### config.mk
export PLATFORM = sky130hd
export DESIGN_NAME = csa_operand_collector
export DESIGN_NICKNAME = d
export VERILOG_FILES = /design/src/rtl/csa_operand_collector.sv
export SDC_FILE = /design/constraint.sdc
export NUM_CORES = 1
export LEC_CHECK = 0
export ABC_CLOCK_PERIOD_IN_PS = 4000
export BUFFER_PORTS_ARGS = -buffer_cell sky130_fd_sc_hd__buf_4
export CAP_MARGIN = 20
export CORE_AREA = 2 2 106 108
export DETAILED_ROUTE_END_ITERATION = 7
export DIE_AREA = 0 0 108 110
export SYNTH_ARGS = -nofsm -noshare
export SYNTH_HDL_FRONTEND = slang
export SYNTH_SLANG_ARGS = --single-unit
### constraint.sdc
create_clock -name clk -period 4 [get_ports clk]
set_input_delay 0.8 -clock clk [delete_from_list [all_inputs] [get_ports clk]]
set_output_delay 0.8 -clock clk [all_outputs]
set_load 0.005 [all_outputs]
### src/rtl/csa_operand_collector.sv
// Collects up to N_OPS operands into a zero-padded frame for the combinational
// adder tree, registers the returned sum and emits it on a valid/ready stream.
module csa_operand_collector #(
   parameter int W     = 8,
   parameter int N_OPS = 6,
   parameter int SW    = 11,
   parameter int CW    = 3
) (
   input  logic               clk,
   input  logic               rst_n,
   input  logic               in_valid,
   output logic               in_ready,
   input  logic [W-1:0]       in_data,
   input  logic               in_last,
   output logic [N_OPS*W-1:0] ops_o,
   input  logic [SW-1:0]      sum_i,
   output logic               out_valid,
   input  logic               out_ready,
   output logic [SW-1:0]      out_sum,
   output logic [CW-1:0]      out_count,
   output logic               busy
);

   localparam logic [1:0] ST_COLLECT = 2'd0;
   localparam logic [1:0] ST_EVAL    = 2'd1;
   localparam logic [1:0] ST_OUTPUT  = 2'd2;

   localparam int IW = (N_OPS > 1) ? $clog2(N_OPS) : 1;

   logic [1:0]         state_q, state_d;
   logic [IW-1:0]      idx_q, idx_d;
   logic [N_OPS*W-1:0] ops_q, ops_d;
   logic [SW-1:0]      sum_q, sum_d;
   logic [CW-1:0]      count_q, count_d;
   logic               accept;

   assign accept = in_valid && in_ready;

   always_comb begin
      // NOTE: every next-state signal takes its hold value first so no path leaves it unassigned (no latches).
      state_d = state_q;
      idx_d   = idx_q;
      ops_d   = ops_q;
      sum_d   = sum_q;
      count_d = count_q;
      case (state_q)
         ST_COLLECT: begin
            if (accept) begin
               ops_d[idx_q*W +: W] = in_data;
               if (idx_q == IW'(N_OPS - 1) || in_last) begin
                  count_d = CW'(idx_q) + CW'(1);
                  idx_d   = '0;
                  state_d = ST_EVAL;
               end else begin
                  idx_d = idx_q + IW'(1);
               end
            end
         end
         ST_EVAL: begin
            sum_d   = sum_i;
            state_d = ST_OUTPUT;
         end
         ST_OUTPUT: begin
            // Clearing the slots here is what zero-pads the next short frame.
            if (out_ready) begin
               ops_d   = '0;
               state_d = ST_COLLECT;
            end
         end
         default: state_d = ST_COLLECT;
      endcase
   end

   // NOTE: the operand slots are reset along with the control state, so a frame aborted by reset leaves nothing behind.
   always_ff @(posedge clk or negedge rst_n) begin
      if (!rst_n) begin
         state_q <= ST_COLLECT;
         idx_q   <= '0;
         ops_q   <= '0;
         sum_q   <= '0;
         count_q <= '0;
      end else begin
         // NOTE: non-blocking assignments so every register samples the pre-edge values.
         state_q <= state_d;
         idx_q   <= idx_d;
         ops_q   <= ops_d;
         sum_q   <= sum_d;
         count_q <= count_d;
      end
   end

   assign in_ready  = (state_q == ST_COLLECT);
   assign out_valid = (state_q == ST_OUTPUT);
   assign busy      = !((state_q == ST_COLLECT) && (idx_q == '0));
   assign ops_o     = ops_q;
   assign out_sum   = sum_q;
   assign out_count = count_q;

endmodule
# --- Yosys cells after proc, flatten, opt, wreduce, memory -nomap -nowiden ---
# Index checks and enable logic that the tools add are counted.
word_totals:
  reg_bits: 67
  input_bits: 24
  out_inout_bits: 65
classes:
  n_addsub: 2
  eq_ne: 6
  n_shift: 2
  muxes: 9
  reduce_logical: 11
ops:
  columns: ["op", "count"]
  rows:
  - ["$mux W48", 2]
  - ["$pmux W48 S2", 1]
  - ["$bwmux W48", 1]
  - ["$shift A8 B34 Y48 const A", 1]
  - ["$shiftx A8 B34 Y48", 1]
  - ["$neg A6 Y34", 1]
  - ["$reduce_and A3 Y1", 3]
  - ["$mux W2", 3]
  - ["$ne A2 B1 Y1 const B", 3]
  - ["$pmux W2 S3", 1]
  - ["$add A3 B1 Y3 const B", 1]
  - ["$eq A3 B3 Y1 const B", 1]
  - ["$logic_not A3 Y1", 1]
  - ["$mux W3", 1]
  - ["$eq A2 B1 Y1 const B", 1]
  - ["$eq A2 B2 Y1 const B", 1]
  - ["$logic_and A1 B1 Y1", 2]
  - ["$logic_not A2 Y1", 1]
  - ["$reduce_and A2 Y1", 1]
  - ["$reduce_bool A2 Y1", 1]
  - ["$logic_not A1 Y1", 1]
  - ["$logic_or A1 B1 Y1", 1]

# --- Logic depth before layout (Yosys ltp) ---
logic_depth:
  depth_word: 5
  ltp_mapped: 8

# --- Worst setup path before layout ---
# OpenSTA, ideal clock, no wires.
synth_timing:
  kind: "flip-flop to flip-flop"
  from: "register idx_q[0]"
  to: "register ops_q[0], in the netlist ops_o[0]"
  setup_ns: 0.130
  t_arrival_ns: 1.976
  slack_ns: 1.894
  stages_incl_launch_ff: 9
  cell_sequence: "dfrtp_1 buf_6 inv_1 ha_1 ha_1 or4b_1 clkbuf_1 o211ai_1 nand3_1"
synth_via:
  elab_chain_cells: 5
  word_cells_on_any_way: 6
synth_lines:
  columns: ["element", "line", "text"]
  rows:
  - ["start, declared", "31", "logic [IW-1:0] idx_q, idx_d;"]
  - ["start signal, assigned", "85", "idx_q <= idx_d;"]
  - ["$neg A6 Y34 *", "49", "ops_d[idx_q*W +: W] = in_data;"]
  - ["$shiftx A8 B34 Y48 or $shift A8 B34 Y48 (tied branches)", "49", null]
  - ["$bwmux W48 *", "49", null]
  - ["$mux W48 *", "48", "if (accept) begin"]
  - ["$pmux W48 S2 *", "46", "case (state_q)"]
  - ["end signal, assigned", "86", "ops_q <= ops_d;"]
  - ["end, declared", "32", "logic [N_OPS*W-1:0] ops_q, ops_d;"]
# Every way passes the cells marked *; elsewhere a longest branch is shown, timed or not. The select of a mux whose other input is x is not followed.
# A chain may end at the register's enable or synchronous reset.

# --- Final worst setup path ---
layout_timing:
  from: "register idx_q[0]"
  to: "register ops_q[23], in the netlist ops_o[23]"
# The elaborated chain is that of the path after synthesis.

==> impl_metrics.tcl <==
set metrics [dict create \
    status "completed" \
    insertedDiodeCount 0 \
    path_max_fanout 18 \
    dieArea_um2 11880 \
    crit_type "reg2reg" \
    drcViolationCount 0 \
    p_comb_share_pct 42.4 \
    slew_viol_final 0 \
    path_cells "inv_1 -> ha_1 -> ha_1 -> nand2b_1 -> or3_1 -> o211ai_1" \
    cts_max_level 3 \
    pwr-share-seq_pct 39.8 \
    place_congestion 0.8030 \
    finClkSkew_ns 0.006809 \
    reg2reg_depth 6 \
    drt_first_pass_iters 4 \
    final_antenna_net_count 0 \
    port_buffers 88 \
    drive_gt1_share_pct 37.22 \
    arrival_ns 2.76 \
    clock-root-buffer "clkbuf_8" \
    min_delay_worst_endpoint "ops_o[42]" \
    power_switching_share_pct 36.72 \
    crit_family "simple AND/OR/NAND/NOR gates" \
    viasPerCell 5.331 \
    syn_inst 268 \
    synth_cell_types 35 \
    critPathBufInv 1 \
    syn_avg_cell_area_um2 11.84 \
    syn_to_final_growth_pct 28.94 \
    stdcell_count 492 \
    start_util_pct 29.66 \
    synth_area_um2 3173 \
    required_ns 4.26 \
    grt_max_degree 68 \
    cts_made_buffers 9 \
    die_h_um 110 \
    grt_usage_pct 15.83 \
    cts_sinks 67 \
    drt_iter0_drc 100 \
    p_int_uw 1732 \
    hold_buffers 0 \
    clkPwrFrac_pct 17.7 \
    grt_pass1_wl_um 14280 \
    powerDensity_nw_per_um2 668.8 \
    rsz0062_at_grt "no" \
    pin_count 89 \
    critPathMaxStageDelay_ns 0.62 \
    ys_seq_elements 67 \
    regToRegEndpoint "ops_o[23]" \
    synthArstFlopShare_pct 100.0 \
    hold_start "ops_o[42]" \
    overflow 0 \
    fill_cells 1059 \
    p_leak_uw 0.001731 \
    hold_violations 0 \
    dp.cells 476 \
    finalSetupViolCount 0 \
    synth_top_flop_cell "dfrtp_1" \
    wirelength_um 9042 \
    grt_pass1_vias 2701 \
    core_area_um2 10700 \
    crit_path_end_kind "register" \
    dp.final_hpwl_um 6140 \
    nNetsFinal 377 \
    clk_path_buf_depth 2 \
    clk_latency_ns 0.35 \
    irDropWorstVdd_mv 0.2392 \
    post_cts_buffers 0 \
    antenna_found_initial 0 \
    maxCapViolCount 0 \
    hold_depth 1 \
    synth-seq-area-share_pct 52.84 \
    tightest_slew_ns 1.032 \
    cp-start-kind "register" \
    ff2ff_setup_slack_ns 1.50 \
    post_cts_resized 0 \
    cpMostUsedCell "ha_1" \
    yosysWarnings 0 \
    worst_path_max_delay_cell "or3_1" \
    synth_edf_count 0 \
    clk_pin_slew_ns 0.07 \
    fin_setup_tns_ns 0 \
    fmax_ghz 0.3993 \
    period_minus_slack_ns 2.504 \
    p_sw_uw 1005 \
    hold_path_class "reg2reg" \
    syn_nets 297 \
    num_rows 38 \
    dieWidth_um 108 \
    r2r_start "idx_q[0]" \
    fin_crit_sh_pct 62.61 \
    post_drt_wl_per_cell_um 18.38 \
    tritoncts "built" \
    slew_headroom_pct 30.96 \
    via_count 2623 \
]
metrics by stage:
stage | worst slack (ns) | cell area [um^2] | power [uW] | utilization, % | hold WS (ns)
final | 1.496 | 4091 | 2736 | 38.25 | 0.4964
after global routing | 1.276 | 4091 | 2942 | 38.25 | 0.5073
after CTS | 1.492 | 4086 | 2769 | 38.20 | 0.4993
after detailed placement | 1.516 | 3926 | 2273 | 36.70 | 0.4829
after global placement | 1.630 | 3926 | 2230 | 36.70 | 0.4746
after floorplan | 1.894 | 3173 | 1714 | - | 0.4828
layer usage:
metal	GRT usage, %	up-vias	wire length (um)
met5	0	-	0
met4	6.960	0	182
met3	4.174	15	811
met2	25.88	108	4357
met1	19.79	1282	3690
li1	-	1218	-
layout by cell type, fill, tap and decap left out, types with 2 or more instances in the layout:
master / Yosys / routed
a32o_1: 25 / 25
mux2_1: 7 / 7
nand4_1: 8 / 8
clkbuf_8: 0 / 10
clkinv_2: 0 / 3
clkbuf_1: 11 / 2
nor4bb_1: 3 / 3
nand2_1: 11 / 11
nor2_1: 5 / 5
o211ai_1: 16 / 16
buf_4: 0 / 94
dfrtp_1: 67 / 67
mux2_2: 7 / 7
nand2b_1: 4 / 4
o211ai_2: 11 / 11
o21ai_0: 29 / 29
inv_1: 5 / 5
o311ai_0: 15 / 15
nand3_1: 9 / 9
ha_1: 5 / 5
sequential cells by signal, summed over array words and instances, names as in the netlist:
signal and cells:
out_count 3, out_sum 11, idx_q 3, state_q 2
ops_o 48
power groups by stage:
stage	clock [uW]	sequential, uW	combinational [uW]
floorplan	0	1070	647
global route	535	1120	1280
CTS	504	1090	1170
finish	485	1090	1160
global placement	0	1090	1140
detailed placement	0	1100	1170
worst register-to-register path: cells and delay by family (launching register included):
family,cells,cell delay [ns]
simple gates,2,0.98
flops,1,0.52
fa+ha+maj,2,0.61
compound gates,1,0.22
buf+inv,1,0.10
kinds of logic (layout without fill, tap and decap cells):
group	count (synthesis)	count (layout)	synth area share [%]
and+or+nand+nor	50	50	9.464
AOI/OAI and AO/OA	100	100	25.67
DFF	67	67	52.84
buffers and inverters	31	115	4.771
muxes	15	15	5.284
adders and majority gates	5	5	1.972
cells in the mapped netlist (2+ instances only):
cell type / number / share of area, %
inv_1: 5 / 0.59
mux2_1: 7 / 2.5
nand2_1: 11 / 1.3
nand3_1: 9 / 1.4
ha_1: 5 / 2.0
mux2_2: 7 / 2.5
buf_1: 2 / 0.24
o211ai_1: 16 / 3.8
dfrtp_1: 67 / 53
nand4_1: 8 / 1.6
buf_6: 3 / 1.1
nor2_1: 5 / 0.59
o21ai_0: 29 / 4.6
o311ai_0: 15 / 4.1
nor4bb_1: 3 / 0.95
buf_2: 10 / 1.6
o211ai_2: 11 / 4.3
clkbuf_1: 11 / 1.3
a32o_1: 25 / 7.9
nand2b_1: 4 / 0.79
how the worst max path moves through the flow:
stage	cells after the start	endpoint	startpoint
floorplan	8	ops_o[0]	idx_q[0]
global placement	6	ops_o[21]	idx_q[0]
detailed placement	6	ops_o[17]	idx_q[0]
CTS	3	out_valid	state_q[0]
global route	6	ops_o[23]	idx_q[0]
finish	6	ops_o[23]	idx_q[0]
area by class of cell:
cell class | instances | area, um^2 | share of cell area (%)
Multi-Input combinational cell | 170 | 1350 | 33.00
Sequential cell | 67 | 1677 | 40.98
Timing Repair Buffer | 95 | 710.7 | 17.37
Tap cell | 140 | 175.2 | 4.281
Inverter | 5 | 18.77 | 0.4587
Clock buffer | 12 | 145.1 | 3.547
Clock inverter | 3 | 15.01 | 0.3670
Note: power is estimated with default switching activity, not from simulation.
